[config.mk]
export PLATFORM = sky130hd
export DESIGN_NAME = u_rf_sb
export DESIGN_NICKNAME = d
export VERILOG_FILES = /design/src/rtl/u_rf_sb.sv
export SDC_FILE = /design/constraint.sdc
export NUM_CORES = 2
export LEC_CHECK = 0
export ABC_CLOCK_PERIOD_IN_PS = 5000
export CORE_MARGIN = 2
export CORE_UTILIZATION = 40
export CTS_CLUSTER_SIZE = 16
export DETAILED_ROUTE_END_ITERATION = 8
export PLACE_DENSITY = 0.59
export SKIP_LAST_GASP = 1
export SYNTH_ARGS = -nofsm -noshare
export SYNTH_HDL_FRONTEND = slang
export SYNTH_SLANG_ARGS = --single-unit
[constraint.sdc]
create_clock -name clk -period 5 [get_ports clk]
set_input_delay 1 -clock clk [delete_from_list [all_inputs] [get_ports clk]]
set_output_delay 1 -clock clk [all_outputs]
set_load 0.02 [all_outputs]
[src/rtl/u_rf_sb.sv]
// Integer register file (x1..x31) with a per-register pending-write scoreboard.
// Optional write-to-read bypass: define U_RF_SB_BYPASS_EN.
module u_rf_sb #(
    parameter int unsigned CNT_W = 3
) (
    input  logic        clk,
    input  logic        rst,
    input  logic [4:0]  rs1_a,
    input  logic [4:0]  rs2_a,
    input  logic        rs1_use,
    input  logic        rs2_use,
    output logic [31:0] rf_rs1_o,
    output logic [31:0] rf_rs2_o,
    input  logic        rf_rd_e,
    input  logic [4:0]  rf_rd_a,
    input  logic [31:0] rf_rd_i,
    input  logic        issue_e,
    input  logic [4:0]  issue_a,
    input  logic        issue_kill,
    output logic        stall,
    output logic        sb_err
);

    localparam int unsigned SUM_W = CNT_W + 2;
    localparam logic [SUM_W-1:0] CNT_MAX = SUM_W'((1 << CNT_W) - 1);
    localparam logic [SUM_W-1:0] BIAS    = SUM_W'(2);

    logic [31:0]      regs    [31:1];
    logic [CNT_W-1:0] cnt     [31:1];
    logic [CNT_W-1:0] cnt_nxt [31:1];
    logic             li_v;
    logic [4:0]       li_a;
    logic             err_nxt;
    logic [SUM_W-1:0] sum_t;

    logic [31:0]      raw1, raw2;
    logic [CNT_W-1:0] cnt1, cnt2;
    logic             busy1, busy2;

    // Next counter values; the sum is biased by 2 so the -2..+1 delta stays unsigned.
    always_comb begin
        err_nxt = 1'b0;
        sum_t   = '0;
        for (int unsigned r = 1; r < 32; r++) begin
            sum_t = SUM_W'(cnt[r]) + BIAS
                  + SUM_W'(issue_e && (issue_a == 5'(r)))
                  - SUM_W'(rf_rd_e && (rf_rd_a == 5'(r)))
                  - SUM_W'(issue_kill && li_v && (li_a == 5'(r)));
            if (sum_t < BIAS) begin
                cnt_nxt[r] = '0;
                err_nxt    = 1'b1;
            end else if ((sum_t - BIAS) > CNT_MAX) begin
                cnt_nxt[r] = CNT_MAX[CNT_W-1:0];
                err_nxt    = 1'b1;
            end else begin
                cnt_nxt[r] = CNT_W'(sum_t - BIAS);
            end
        end
    end

    always_ff @(posedge clk) begin
        if (rst) begin
            for (int unsigned r = 1; r < 32; r++) begin
                regs[r] <= '0;
                cnt[r]  <= '0;
            end
            li_v   <= 1'b0;
            li_a   <= '0;
            sb_err <= 1'b0;
        end else begin
            if (rf_rd_e && (rf_rd_a != 5'd0)) begin
                regs[rf_rd_a] <= rf_rd_i;
            end
            for (int unsigned r = 1; r < 32; r++) begin
                cnt[r] <= cnt_nxt[r];
            end
            li_v   <= issue_e && (issue_a != 5'd0);
            li_a   <= issue_a;
            sb_err <= sb_err | err_nxt;
        end
    end

    // Stored view of each read port; x0 reads as zero and is never busy.
    always_comb begin
        raw1 = '0;
        raw2 = '0;
        cnt1 = '0;
        cnt2 = '0;
        if (rs1_a != 5'd0) begin
            raw1 = regs[rs1_a];
            cnt1 = cnt[rs1_a];
        end
        if (rs2_a != 5'd0) begin
            raw2 = regs[rs2_a];
            cnt2 = cnt[rs2_a];
        end
    end

`ifdef U_RF_SB_BYPASS_EN
    logic hit1, hit2, mask1, mask2;

    // A write landing this cycle forwards its data and retires the last pending slot.
    always_comb begin
        hit1     = rf_rd_e && (rf_rd_a == rs1_a) && (rs1_a != 5'd0);
        hit2     = rf_rd_e && (rf_rd_a == rs2_a) && (rs2_a != 5'd0);
        mask1    = hit1 && (cnt1 == CNT_W'(1)) && !(issue_e && (issue_a == rs1_a));
        mask2    = hit2 && (cnt2 == CNT_W'(1)) && !(issue_e && (issue_a == rs2_a));
        rf_rs1_o = hit1 ? rf_rd_i : raw1;
        rf_rs2_o = hit2 ? rf_rd_i : raw2;
        busy1    = (cnt1 != '0) && !mask1;
        busy2    = (cnt2 != '0) && !mask2;
    end
`else
    always_comb begin
        rf_rs1_o = raw1;
        rf_rs2_o = raw2;
        busy1    = (cnt1 != '0);
        busy2    = (cnt2 != '0);
    end
`endif

    assign stall = (rs1_use && busy1) || (rs2_use && busy2);

endmodule

==> metrics.md <==
| Metric | Value |
|---|---|
| Tot GR Track Use | `26.5%` |
| Sequential element share of the synthesized area | `51.9%` |
| Tcrit/Tclk final | `98.4%` |
| Synth top cells by count | `edfxtp_1 (1024), and2_1 (999), mux4_2 (642)` |
| CTS root buf | `clkbuf_16` |
| Mapped Area | `63200 um2` |
| Row cnt | `145` |
| Yosys top cell area share | `48.7%` |
| Die Y | `401 um` |
| Worst hold slack | `0.691 ns` |
| Async set or reset register ratio after synthesis | `0%` |
| Detailed Place HPWL | `134 mm` |
| TritonCTS Buffers | `121` |
| Clock transition at path regs | `0.06 ns` |
| Avg WL per Cell | `31.6 um` |
| Post-route ant nets | `0` |
| Maximum vdd drop | `0.370 mV` |
| Fraction of layout cells with a size suffix above 1 | `32.0%` |
| Hold buffer count at cts | `0` |
| Worst setup EP type | `register` |
| Net count, final | `4940` |
| Final Hold Viols | `0` |
| PwrDens | `395 nW/um2` |
| Cell taking the most area after synthesis | `edfxtp_1` |
| Congestion Overflow GR | `0` |
| Clock Latency Late Sink | `0.73 ns` |
| CTS tree | `built` |
| Vias | `40757` |
| Cells after synthesis | `4264` |
| Slew @ Worst Pin | `1.27 ns` |
| Largest net degree at the start of global routing | `60` |
| Clk sinks | `1124` |
| Die area | `161000 um2` |
| Longest Clk Path Bufs | `3` |
| Routability cong. | `0.917` |
| Vias in the first global route | `41426` |
| Post-route clock skew | `0.0132 ns` |
| Yosys warns | `0` |
| Horiz. Die Dim | `401 um` |
| Crit path arrival time | `5.53 ns` |
| DRT iter0 DRCs | `4601` |
| Max Clk Rate | `0.203 GHz` |
| Initial antenna violation count | `24` |
| Placement Setup Slack | `-1.06 ns` |
| DRT Pass-1 Iters | `6` |
| Most common cell in the netlist | `edfxtp_1` |
| WL final | `215 mm` |
| Slew HR | `15.1%` |
| Avg Cell Area, Syn | `14.8 um2` |
| Number of max-capacitance violations reported | `0` |
| First-pass GRT wire length | `304 mm` |
| Reg2reg setup slack | `0.30 ns` |
| Status | `finished clean` |
| Core ar. | `157000 um2` |
| Slew Viols, Final | `0` |
| Post-synth top flop | `edfxtp_1` |
| WP data required | `5.61 ns` |
| Unique cell type count in the Yosys netlist | `50` |
| CP Max Fanout | `6` |
| Final Util | `47.7%` |
| Pleak | `0.0267 uW` |
| Top-level port count | `125` |
| Final setup viols | `0` |
| CP Launch Type | `input pin` |
| Hold/Removal Path Class | `reg -> reg` |
| PortBufs | `124` |
| Htree depth | `3` |
| Fin crit period | `4.92 ns` |
| Number of flops mapped to enable cells by yosys | `1024` |
| Initial core utilization | `40.3%` |
| Crit Path Class | `in -> reg` |
| PnR worst setup slack | `0.0801 ns` |
| Synth top area cells | `edfxtp_1 (49%), mux4_2 (23%), and2_1 (9.9%)` |
| Vias per cell | `6.00` |
| Seq cells post-synth | `1124` |
| # fillers | `13375` |
| Syn-to-layout area delta | `18.1%` |
| DRC errors left | `0` |
## cells by family after synthesis
group | synth area share, %
buf+inv | 3.12
flops | 51.9
simple gates | 13.8
fa+ha+maj | 5.65
compound gates | 2.12
other cells | 0.00594
mux | 23.5
## cells in the final DEF, fill, tap and decap left out, types with 58 or more instances in the layout
cell / n
a211oi_1: 62
and2_1: 994
buf_12: 62
buf_4: 423
clkbuf_16: 121
clkdlybuf4s50_1: 94
dfxtp_1: 100
edfxtp_1: 1024
ha_1: 135
inv_1: 101
mux4_2: 642
nand2_1: 146
nor2_1: 111
nor3_1: 58
## power by group
group | internal [uW] | total, uW | switching (uW)
logic | 4530 | 8940 | 4410
clock network | 4930 | 8900 | 3970
registers | 11100 | 11600 | 527
## state kept, by name (all words and copies together), names as in the netlist
register / cells
regs: 1024
cnt: 93
sb_err: 1
li_v: 1
li_a: 5
## final cells by class
cell class              instances  area (um2)  share of cell area (%)
clock buffers                 157        3210                    4.31
inverters                     106         398                   0.533
repair buffers                603        5640                    7.56
flip-flops and latches       1124       32800                    43.9
clock inverters                61         617                   0.827
diodes                          7        17.5                  0.0235
well taps                    2058        2570                    3.45
multi-input cells            2677       29400                    39.4
## metal layers
layer	GRT usage (%)	wire length, um
met1	35.7	84400
met2	42.6	101000
met3	5.25	19700
met4	9.94	9270
met5	0	152
## per-stage QoR
step           instances  cell area, um2  power (uW)  TNS [ns]
2_1_floorplan       4295           63300       16000         0
3_5_place_dp        6553           70000       20300     -8.75
4_1_cts             6771           73900       29200         0
6_report            6793           74600       29400         0
3_3_place_gp        6553           70000       20100     -6.88
5_1_grt             6786           74600       30700   -0.0451
## worst max-delay path, cell delays in order
cell and delay (ns):
clkdlybuf4s50_1 0.48, buf_6 0.14, buf_4 0.12, and2_4 0.15, buf_4 0.11, nand2_1 0.07, fa_2 0.53, ha_2 0.21
ha_2 0.17, fa_1 0.56, inv_1 0.07, ha_2 0.18, ha_4 0.17, nor4_4 0.23, nand4_1 0.13, or3_4 0.41
or4_4 0.44, nor4_4 0.26, a21oi_1 0.09
## path summary, 6_finish.rpt
kind	startpoint	end	cells past startpoint
max	rf_rd_a[3]	sb_err$_SDFF_PP0_	19
min	cnt[14][0]$_SDFF_PP0_	cnt[14][0]$_SDFF_PP0_	3
max reg2reg	li_a[2]$_SDFF_PP0_	sb_err$_SDFF_PP0_	16
min reg2reg	cnt[14][0]$_SDFF_PP0_	cnt[14][0]$_SDFF_PP0_	3
## what timing repair did
action                                  CTS  global route
setup buffers                             0            16
endpoints found under the setup margin    1             1
pin swaps                                 2            50
gates resized for setup                  18           151
endpoints found under the hold margin     0             0
Note: power is estimated with default switching activity, not from simulation.
